## src/rtl/hs_pkg.sv

```systemverilog
// Shared types and constants for the main_bus 4-phase req/ack link.
// Optional parity feature (in modules that include it): HS_RX_PARITY_EN.
package hs_pkg;

  localparam int unsigned DATA_W = 6;

  typedef enum logic [0:0] {
    IDLE    = 1'b0,
    WAIT_LO = 1'b1
  } hs_rx_state_t;

  // Returns 1 when word plus parity bit has odd weight (even-parity error).
  function automatic logic parity_err_fn(input logic [DATA_W-1:0] d, input logic p);
    return ^{d, p};
  endfunction

endpackage

```

## src/rtl/hs_rx_responder_if.sv

```systemverilog
// Bundled-data handshake bundle between initiator and responder.
// HS_RX_PARITY_EN adds the par_in bit travelling with data_in.
interface hs_rx_responder_if;
  import hs_pkg::*;

  logic              req;
  logic [DATA_W-1:0] data_in;
  logic              ack;
`ifdef HS_RX_PARITY_EN
  logic              par_in;
`endif

`ifdef HS_RX_PARITY_EN
  modport master (output req, output data_in, output par_in, input ack);
  modport slave  (input req, input data_in, input par_in, output ack);
`else
  modport master (output req, output data_in, input ack);
  modport slave  (input req, input data_in, output ack);
`endif

endinterface

```

## src/rtl/hs_rx_responder_sync2.sv

```systemverilog
// Two-flop level synchronizer; reusable on either end of the link.
module hs_sync2 (
  input  logic clk1,
  input  logic clr,
  input  logic d,
  output logic q
);

  logic meta;

  // Double-register the asynchronous level into the clk1 domain.
  always_ff @(posedge clk1 or negedge clr) begin
    if (!clr) begin
      meta <= 1'b0;
      q    <= 1'b0;
    end else begin
      meta <= d;
      q    <= meta;
    end
  end

endmodule

```

## src/rtl/hs_rx_responder.sv

```systemverilog
// Responder for the 4-phase req/ack bundled-data link: synchronizes req,
// captures data_in into a show-ahead FIFO, returns ack and pulses complete.
// Optional even-parity check on the incoming word: HS_RX_PARITY_EN.
module hs_rx_responder
  import hs_pkg::*;
#(
  parameter int unsigned DEPTH = 4
) (
  input  logic                     clk1,
  input  logic                     clr,
  hs_rx_responder_if.slave         bus,
  output logic                     complete,
  input  logic                     rd_en,
  output logic [DATA_W-1:0]        data_out,
  output logic                     valid,
  output logic                     full,
  output logic [$clog2(DEPTH):0]   count
`ifdef HS_RX_PARITY_EN
  ,
  output logic                     par_err
`endif
);

  localparam int unsigned AW = $clog2(DEPTH);
  localparam int unsigned CW = AW + 1;

  hs_rx_state_t      state, state_d;
  logic              req_s;
  logic              ack_q, ack_d;
  logic              complete_d;
  logic              wr_en_c;
  logic              rd_fire_c;
  logic [AW-1:0]     wr_ptr, rd_ptr;
  logic [CW-1:0]     cnt;
  logic [DATA_W-1:0] mem [DEPTH];

  hs_sync2 u_sync (
    .clk1 (clk1),
    .clr  (clr),
    .d    (bus.req),
    .q    (req_s)
  );

  assign bus.ack   = ack_q;
  assign count     = cnt;
  assign full      = (cnt == CW'(DEPTH));
  assign valid     = (cnt != '0);
  assign data_out  = mem[rd_ptr];
  assign rd_fire_c = rd_en & valid;

  // Handshake state, ack and complete registers.
  always_ff @(posedge clk1 or negedge clr) begin
    if (!clr) begin
      state    <= IDLE;
      ack_q    <= 1'b0;
      complete <= 1'b0;
    end else begin
      state    <= state_d;
      ack_q    <= ack_d;
      complete <= complete_d;
    end
  end

  // Next-state logic: accept one word per req high period, stall when full.
  always_comb begin
    state_d    = state;
    ack_d      = ack_q;
    complete_d = 1'b0;
    wr_en_c    = 1'b0;
    case (state)
      IDLE: begin
        if (req_s && !full) begin
          wr_en_c = 1'b1;
          ack_d   = 1'b1;
          state_d = WAIT_LO;
        end
      end
      WAIT_LO: begin
        if (!req_s) begin
          ack_d      = 1'b0;
          complete_d = 1'b1;
          state_d    = IDLE;
        end
      end
      default: begin
        ack_d   = 1'b0;
        state_d = IDLE;
      end
    endcase
  end

  // FIFO storage; no reset needed since contents are gated by valid.
  always_ff @(posedge clk1) begin
    if (wr_en_c) begin
      mem[wr_ptr] <= bus.data_in;
    end
  end

  // FIFO pointers and occupancy; simultaneous push/pop leaves count unchanged.
  always_ff @(posedge clk1 or negedge clr) begin
    if (!clr) begin
      wr_ptr <= '0;
      rd_ptr <= '0;
      cnt    <= '0;
    end else begin
      if (wr_en_c) begin
        wr_ptr <= wr_ptr + AW'(1);
      end
      if (rd_fire_c) begin
        rd_ptr <= rd_ptr + AW'(1);
      end
      if (wr_en_c && !rd_fire_c) begin
        cnt <= cnt + CW'(1);
      end else if (!wr_en_c && rd_fire_c) begin
        cnt <= cnt - CW'(1);
      end
    end
  end

`ifdef HS_RX_PARITY_EN
  // Parity error pulse, aligned with the edge that raises ack.
  always_ff @(posedge clk1 or negedge clr) begin
    if (!clr) begin
      par_err <= 1'b0;
    end else begin
      par_err <= wr_en_c & parity_err_fn(bus.data_in, bus.par_in);
    end
  end
`endif

endmodule
```

## src/flat_wrapper.sv

```systemverilog
// flat-port wrapper written by rule: the top's interface ports become plain ports
module hs_rx_responder_flat import hs_pkg::*;
#(
  parameter int unsigned DEPTH = 4
)
  (clk1, clr, complete, rd_en, data_out, valid, full, count, bus_req, bus_data_in, bus_ack);
  hs_rx_responder_if bus_i ();
  input  logic clk1;
  input  logic clr;
  output logic complete;
  input  logic rd_en;
  output logic [DATA_W-1:0] data_out;
  output logic valid;
  output logic full;
  output logic [$clog2(DEPTH):0] count;
  input wire logic [$bits(bus_i.req)-1:0] bus_req;
  input wire logic [$bits(bus_i.data_in)-1:0] bus_data_in;
  output wire logic [$bits(bus_i.ack)-1:0] bus_ack;
  assign bus_i.req = bus_req;
  assign bus_i.data_in = bus_data_in;
  assign bus_ack = bus_i.ack;
  hs_rx_responder #(.DEPTH(DEPTH)) u_core (.clk1(clk1), .clr(clr), .bus(bus_i), .complete(complete), .rd_en(rd_en), .data_out(data_out), .valid(valid), .full(full), .count(count));
endmodule
```

## config.mk

```make
export PLATFORM = sky130hd
export DESIGN_NAME = hs_rx_responder_flat
export DESIGN_NICKNAME = d
export VERILOG_FILES = /design/src/rtl/hs_pkg.sv /design/src/rtl/hs_rx_responder_if.sv /design/src/rtl/hs_rx_responder_sync2.sv /design/src/rtl/hs_rx_responder.sv /design/src/flat_wrapper.sv
export SDC_FILE = /design/constraint.sdc
export NUM_CORES = 1
export LEC_CHECK = 0
export ABC_AREA = 1
export ABC_CLOCK_PERIOD_IN_PS = 2150
export BUFFER_PORTS_ARGS = -buffer_cell sky130_fd_sc_hd__buf_2
export CAP_MARGIN = 20
export CELL_PAD_IN_SITES_DETAIL_PLACEMENT = 2
export CELL_PAD_IN_SITES_GLOBAL_PLACEMENT = 2
export CORE_UTILIZATION = 30
export CTS_CLUSTER_DIAMETER = 100
export DETAILED_ROUTE_END_ITERATION = 10
export PLACE_DENSITY_LB_ADDON = 0.1
export SLEW_MARGIN = 20
export SYNTH_ARGS = -nofsm -noshare
export SYNTH_HDL_FRONTEND = slang
export SYNTH_SLANG_ARGS = --single-unit
```

## constraint.sdc

```tcl
create_clock -name clk1 -period 2.15 [get_ports clk1]
set_clock_uncertainty 0.2 [all_clocks]
set_input_delay 0.3225 -clock clk1 [delete_from_list [all_inputs] [get_ports clk1]]
set_output_delay 0.3225 -clock clk1 [all_outputs]
set_load 0.05 [all_outputs]
```

* Word level (Yosys, flattened, before mapping)
Memory sizes are Yosys's and may differ from the RTL's.
Index checks and enable logic that the tools add are counted.
** Operators by class
- Bitwise operators :: 2
- Mux-type cells :: 13
- Equality and inequality tests :: 3
- Reductions and logical operators :: 9
- Add/subtract/negate cells :: 4
** Operator list (count)
- $mux 1 :: 9
- $mux 3 :: 2
- $add 2x1->2 const B :: 2
- $pmux 1 s2 :: 2
- $add 3x1->3 const B :: 1
- $eq 3x3->1 const B :: 1
- $logic_and 1x1->1 :: 3
- $logic_not 1->1 :: 3
- $reduce_bool 3->1 :: 1
- $sub 3x1->3 const B :: 1
- $ne 2x1->1 const B :: 1
- $ne 2x2->1 const B :: 1
- $reduce_and 2->1 :: 1
- $reduce_bool 2->1 :: 1
- $and 1x1->1 :: 1
- $not 1->1 :: 1
** Storage, ports and cells
- Bits in writable memories :: 24
- Register bits :: 12
- Output and inout port bits :: 13
- Word-level logic and storage cells :: 40
- Memories :: 1
** Memory list
- u_core.mem :: depth 4, bits a word 6, rd ports 1, clocked after memory_dff 0, wr ports 1, line hs_rx_responder.sv:35 : logic [DATA_W-1:0] mem [DEPTH];

* Longest topological paths before layout
Gate-level depths: netlist of the first run.
- Depth after elaboration :: 9
- Depth in mapped cells :: 12
- Mapped depth without buffers :: 12

* Modules after synthesis
A second synthesis of the first run with hierarchy kept.
** Unflattened totals
- Cells, all modules :: 143
- Area, all modules :: 1575.3 µm²
** By module, submodules not included
- hs_rx_responder :: cells each 141, instances 1, area each 1525.2 µm², sequential area each 970.9 µm²
- hs_sync2 :: cells each 2, instances 1, area each 50.0 µm², sequential area each 50.0 µm²

* Least setup slack after synthesis of the first run
Ideal clock, no wire load.
- Kind :: reg-to-reg
- From :: register u_core.cnt[1], in the netlist u_core.count[1]
- To :: register u_core.cnt[2], in the netlist u_core.count[2]
- Path buffers :: 0
- Arrival time :: 2.281 ns
- Data required time :: 1.830 ns
- Stages on the path, launching flop included :: 11
- Slack :: -0.450 ns
- Cell sequence :: dfrtp_1 inv_1 nand3_1 nand2_1 ha_1 inv_1 fa_1 nand2_1 nand3_1 nand2_1 nand2_1
** On the way
- Elaborated cells on any way between the ends :: 16
** RTL lines
- from (decl) :: line hs_rx_responder.sv:34 : logic [CW-1:0] cnt;
- from (signal assigned) :: line hs_rx_responder.sv:113 : cnt <= cnt + CW'(1);
- from (signal assigned) :: line hs_rx_responder.sv:115 : cnt <= cnt - CW'(1);
- $reduce_bool 3->1 * :: line hs_rx_responder.sv:47 : assign valid = (cnt != '0);
- net valid :: line flat_wrapper.sv:13 : output logic valid;
- $and 1x1->1 * :: line hs_rx_responder.sv:49 : assign rd_fire_c = rd_en & valid;
- $logic_not 1->1 :: line hs_rx_responder.sv:112 : if (wr_en_c && !rd_fire_c) begin
- $logic_and 1x1->1 :: line hs_rx_responder.sv:112
- $mux 3 or $reduce_bool 2->1 (tied branches)
The timed path passes the listed nets; every way through them passes the cells marked *. The select of a mux whose other input is x is not followed.
A chain may end at the register's enable or synchronous reset.

* Worst setup path after layout of the first run
- From :: register u_core.cnt[0], in the netlist u_core.count[0]
- To :: register u_core.cnt[2], in the netlist u_core.count[2]
** On the way
- Word-level cells in the longest chain between the ends :: 8
- Elaborated cells on any way between the ends :: 16
** RTL lines
- $eq 3x3->1 :: line hs_rx_responder.sv:46 : assign full = (cnt == CW'(DEPTH));
- $logic_not 1->1 :: line hs_rx_responder.sv:72 : if (req_s && !full) begin
- $logic_and 1x1->1 :: line hs_rx_responder.sv:72
- $mux 1 :: line hs_rx_responder.sv:72
- $mux 1 :: line hs_rx_responder.sv:70 : case (state)
- $logic_not 1->1 :: line hs_rx_responder.sv:114 : end else if (!wr_en_c && rd_fire_c) begin
- $logic_and 1x1->1 :: line hs_rx_responder.sv:114
- $reduce_bool 2->1 (no line)
Parallel ways exist; a longest one is shown, timed or not. The select of a mux whose other input is x is not followed.

==> results.yml, run 1 <==
status:
  status: "finished clean"
yosys:
  synthTopCellsByArea: "edfxtp_1 46%, dfrtp_1 19%, nand2_1 8.4%"
  synth_cells: 142
  netlist_area_um2: 1570
  synth_edf_count: 24
  synth_top_area_share_pct: 46.0
  avgSynthCellArea_um2: 11.0
  synth_area_leader_cell: "edfxtp_1"
  synthFlopType: "edfxtp_1"
  ys_async_sr_fraction_pct: 33.3
  synth_cell_types: 17
  syn_nets: 158
  yosysSeqAreaShare_pct: 65.2
  yosysMostFrequentCell: "nand2_1"
  ys_seq_elements: 36
  synth-warning-count: 0
  netlist_top_cells_count: "35 x nand2_1, 30 x inv_1, 24 x edfxtp_1"
setup_path:
  start_kind: "register"
  cp.required_ns: 2.12
  cp.arrival_ns: 1.94
  worstSetupPathType: "reg -> reg"
  worstReg2RegEnd: "u_core.count[2]"
  ff2ff_setup_slack_ns: 0.18
  critPathCaptureType: "register"
  critical_path.max_fanout: 5
  r2r_start: "u_core.count[0]"
  reg2regPathDepth: 10
clock_tree:
  clock-root-buffer: "clkbuf_8"
  clock-sinks: 36
  tritoncts: "done"
  cts_buffers: 5
  cts-htree-levels: 2
  clk_pin_slew_ns: 0.07
  cts.path.max_buffers: 2
  clk-insertion-delay-late_ns: 0.28
routing:
  drtIter0Drc: 39
  wl_per_cell_um: 13.2
  drcViolationCount: 0
  firstDrtPassIters: 3
  wl_um: 3210
  routed_via_density: 4.36
  ant_nets: 0
  vias: 1064
hold_path:
  min_to: "u_core.mem[1][4]"
  hold_path_depth: 1
  hold_path.class: "in -> reg"
  hold_start: "bus_data_in[4]"
sta:
  setup_violations: 0
  min_period_over_period_pct: 91.6
  worst_pin_slew_ns: 0.284
  tns_ns: 0
  hold_viol: 0
  rsz0062_at_grt: "no"
  slew_violations: 0
  max_freq_ghz: 0.508
  slew_headroom_pct: 81.1
  period_needed_ns: 1.97
die:
  dieHeight_um: 74.2
  num_io_pins: 23
  die-area_um2: 5510
  coreArea_um2: 4880
  fp.dieW_um: 74.2
  rows: 25
  start_util_pct: 32.1
power:
  p_int_mw: 1.51
  p_clk_share_pct: 15.7
  ir_worst_vdd_mv: 0.456
  p_sw_share_pct: 47.8
  pwr-share-comb_pct: 49.3
  power_density_nw_per_um2: 1520
  leakage_nw: 0.873
  sequentialPowerShare_pct: 35.1
  p_switching_mw: 1.38
final_layout:
  diodes: 0
  regArea_um2: 1020
  n_fill_cell: 544
  fin_area_um2: 1900
  multiInputGateArea_um2: 418
  syn_to_final_growth_pct: 21.7
  drive_above_1_share_pct: 25.4
  fin_nets: 192
  finish.utilization_pct: 39.0
global_route:
  grt-ovfl-total: 0
  antenna_found_initial: 0
  grt_use_met2_pct: 22.4
  met1_usage_pct: 18.2
  grt_use_met3_pct: 4.74
  busiest_layer: "met2"
  grt_max_degree: 26
  grt_pass1_vias: 1142
  grt_pass1_wl_um: 5530
  grt.total_usage_pct: 14.4
job:
  maxCapViolations: 0
placed_design:
  gp_congestion: 0.778
  dp_hpwl_um: 2440
  portBuffers: 22
  dpl_cell_area_um2: 1790
-- power by group through the flow --
stage	Sequential (mW)	Combinational, mW	Clock (mW)
2_1_floorplan	1.15	0.956	0
3_3_place_gp	1.01	1.40	0
3_5_place_dp	1.02	1.45	0
4_1_cts	1.01	1.45	0.474
5_1_grt	1.03	1.59	0.502
6_report	1.01	1.42	0.452
-- metal layers --
layer | routed length, um | vias up
met4 | 38 | 0
met1 | 1460 | 521
li1 | - | 522
met2 | 1590 | 16
met3 | 126 | 5
met5 | 0 | -
-- worst max path at each step --
stage	end	start	slack, ns
final	u_core.count[2]	u_core.count[0]	0.18
after global placement	u_core.count[1]	u_core.count[1]	0.18
after floorplan	u_core.count[2]	u_core.count[1]	0.0004
after detailed placement	u_core.count[1]	u_core.count[1]	0.06
after global routing	u_core.count[2]	u_core.count[0]	0.03
after CTS	u_core.count[1]	u_core.count[1]	0.05
-- logic make-up (layout without fill, tap and decap cells) --
logic type,Yosys count,count (layout),synth area share (%)
AOI/OAI and AO/OA,15,15,6.71
xor gates and xnor gates,1,1,0.560
adders and majority gates,6,6,5.28
buffers and inverters,34,69,9.19
DFF,36,36,65.2
and+or+nand+nor,50,50,13.0
-- worst max-delay path: stages (launching register included) --
cell and delay, ns:
dfrtp_2 0.45, inv_2 0.10, nand3_4 0.08, nand2_1 0.10, ha_1 0.18, inv_1 0.07, fa_1 0.39, nand2_1 0.11
nand3_1 0.08, nand2_1 0.06, nand2_1 0.04
-- registers in the layout, summed over array words and instances, names as in the netlist --
signal	flops
u_core.bus.ack	1
u_core.complete	1
u_core.count	3
u_core.mem	24
u_core.rd_ptr	2
u_core.state	1
u_core.u_sync.meta	1
u_core.u_sync.q	1
u_core.wr_ptr	2
-- layout by cell type, fill, tap and decap left out --
master / instances
buf_2: 22
buf_4: 6
clkbuf_1: 1
clkbuf_8: 5
clkinv_1: 1
clkinvlp_4: 1
dfrtp_1: 9
dfrtp_2: 3
dlygate4sd3_1: 2
edfxtp_1: 24
fa_1: 1
ha_1: 5
inv_1: 27
inv_2: 3
inv_4: 1
nand2_1: 35
nand2_2: 1
nand3_1: 5
nand3_2: 1
nand3_4: 1
nand4_1: 1
nor2_1: 5
nor2_2: 1
o211ai_1: 12
o21ai_0: 3
xnor2_1: 1
-- final cells by class --
class                           count  area share, %
Sequential cell                    36           53.8
Multi-Input combinational cell     72           21.9
Timing Repair Buffer               30           9.20
Inverter                           31           6.24
Tap cell                           67           4.40
Clock buffer                        6           3.81
Clock inverter                      2          0.591
-- through the flow --
stage,total power [mW],cells,hold slack (ns),setup slack (ns)
2_1_floorplan,2.10,142,-0.173,0.000351
6_report,2.89,244,0.0486,0.181
5_1_grt,3.13,244,0.0368,0.0343
4_1_cts,2.93,244,0.0357,0.0490
3_5_place_dp,2.47,234,0.0219,0.0567
3_3_place_gp,2.41,234,0.0212,0.181
-- repair_timing --
item | in CTS | in global routing
hold endpoints to repair | 13 | 0
setup buffers | 0 | 0
endpoints found under the setup margin | 0 | 8
hold buffers | 2 | 0
resized for setup | 0 | 6
(Power assumes the default switching activity.)
==> run 2: changes to the inputs <==
Settings changed: CORE_UTILIZATION 30 to 36.
==> results.yml, run 2 (synthesized netlist as in run 1, its figures left out) <==
sta:
  rsz0062_at_grt: "no"
  min_period_over_period_pct: 95.5
  hold_viol: 0
  max_freq_ghz: 0.487
  worst_pin_slew_ns: 0.296
  setup_violations: 0
  slew_violations: 0
  period_needed_ns: 2.05
  tns_ns: 0
  slew_headroom_pct: 80.2
clock_tree:
  tritoncts: "done"
  cts_buffers: 5
  clock-root-buffer: "clkbuf_8"
  clk-insertion-delay-late_ns: 0.29
  clock-sinks: 36
  cts-htree-levels: 2
  clk_pin_slew_ns: 0.07
  cts.path.max_buffers: 2
final_layout:
  drive_above_1_share_pct: 27.0
  finish.utilization_pct: 46.8
  final_cells: 228
  fin_nets: 193
  diodes: 0
  layout_common_cells: "35 x nand2_1, 27 x inv_1, 24 x edfxtp_1, 22 x buf_2, 12 x o211ai_1"
  largest_register: "u_core.mem"
  largest_register_ffs: 24
  syn_to_final_growth_pct: 22.3
  fin_area_um2: 1910
  n_fill_cell: 424
  layout_commonest_cell: "nand2_1"
setup_path:
  cpMostUsedCell: "inv_1"
  reg2regPathDepth: 9
  slowest_stage: "dfrtp_2"
  cp_num_cells: 9
  worstSetupPathType: "reg -> reg"
  critPathTopFamily: "adder cells"
  slowest_delay_ns: 0.44
  cp.arrival_ns: 2.02
  critPathBufInv: 3
  start_kind: "register"
  critical_path.max_fanout: 3
  cp_cell_sequence: "inv_2 > nand3_2 > nand2_2 > inv_1 > ha_1 > inv_1 > fa_2 > nand2_1 > o21ai_0"
  cp.required_ns: 2.12
  critPathCaptureType: "register"
placed_design:
  dp_hpwl_um: 2640
  dpl_cell_area_um2: 1780
  gp_congestion: 0.779
  portBuffers: 22
  dp_cells: 218
status:
  status: "finished clean"
power:
  ir_worst_vdd_mv: 0.659
  leakage_nw: 0.891
  power_density_nw_per_um2: 1580
hold_path:
  hold_path_depth: 1
  hold_path.class: "in -> reg"
routing:
  routed_via_density: 4.75
  drcViolationCount: 0
  vias: 1082
  wl_per_cell_um: 15.3
  drtIter0Drc: 23
  ant_nets: 0
  firstDrtPassIters: 4
  wl_um: 3500
die:
  fp.dieW_um: 67.9
  die-area_um2: 4620
  num_io_pins: 23
  coreArea_um2: 4090
  dieHeight_um: 67.9
  rows: 23
  start_util_pct: 38.3
job:
  maxCapViolations: 0
global_route:
  grt.total_usage_pct: 17.5
  antenna_found_initial: 0
  grt_pass1_wl_um: 5480
  grt_max_degree: 26
  grt-ovfl-total: 0
  grt_pass1_vias: 1156
==> run 2: layer usage <==
layer | GRT usage (%) | share of wire (%)
met2 | 33.0 | 55
met3 | 5.00 | 2.9
met1 | 17.6 | 40
met4 | 7.81 | 1.5
met5 | 0 | 0
==> run 2: area by class of cell <==
class / instances / area (um2) / share of cell area [%]
Inverter: 31 / 119 / 6.21
Sequential cell: 36 / 1020 / 53.5
Clock buffer: 8 / 100 / 5.23
Multi-Input combinational cell: 72 / 425 / 22.2
Timing Repair Buffer: 31 / 183 / 9.54
Tap cell: 50 / 62.6 / 3.27
==> run 2: timing repair <==
item,in CTS,in global routing
pin swaps,0,0
buffers inserted,0,0
gates resized for setup,2,6
setup endpoints to repair,2,6
hold buffers,2,0
endpoints found under the hold margin,13,0
==> run 2: metrics by stage <==
step	hold slack, ns	total power [mW]	setup slack (ns)
2_1_floorplan	-0.173	2.10	0.000351
3_3_place_gp	0.0146	2.40	0.170
3_5_place_dp	0.0196	2.49	0.0187
4_1_cts	0.0446	3.03	0.00288
5_1_grt	0.0429	3.21	0.00346
6_report	0.0510	3.02	0.0971
==> run 2: worst reg2reg max path: stages (launching register included) <==
cell     delay, ns
dfrtp_2       0.44
inv_2         0.11
nand3_2       0.13
nand2_2       0.10
inv_1         0.06
ha_1          0.20
inv_1         0.11
fa_2          0.44
nand2_1       0.07
o21ai_0       0.08
==> run 2: path summary, 6_finish.rpt <==
kind | from | end | slack [ns]
min in group asynchronous | clr | u_core.rd_ptr[1] | 0.24
setup reg to reg | u_core.count[1] | u_core.count[1] | 0.1
setup / recovery | u_core.count[1] | u_core.count[1] | 0.1
max in group asynchronous | clr | u_core.count[0] | 1.27
hold / removal | bus_data_in[0] | u_core.mem[0][0] | 0.05
hold reg to reg | u_core.u_sync.meta | u_core.u_sync.q | 0.15
==> run 2: power breakdown <==
group	switching (mW)	internal [mW]	total [mW]
Clock	0.229	0.292	0.522
Sequential	0.115	0.910	1.03
Combinational	1.08	0.391	1.47
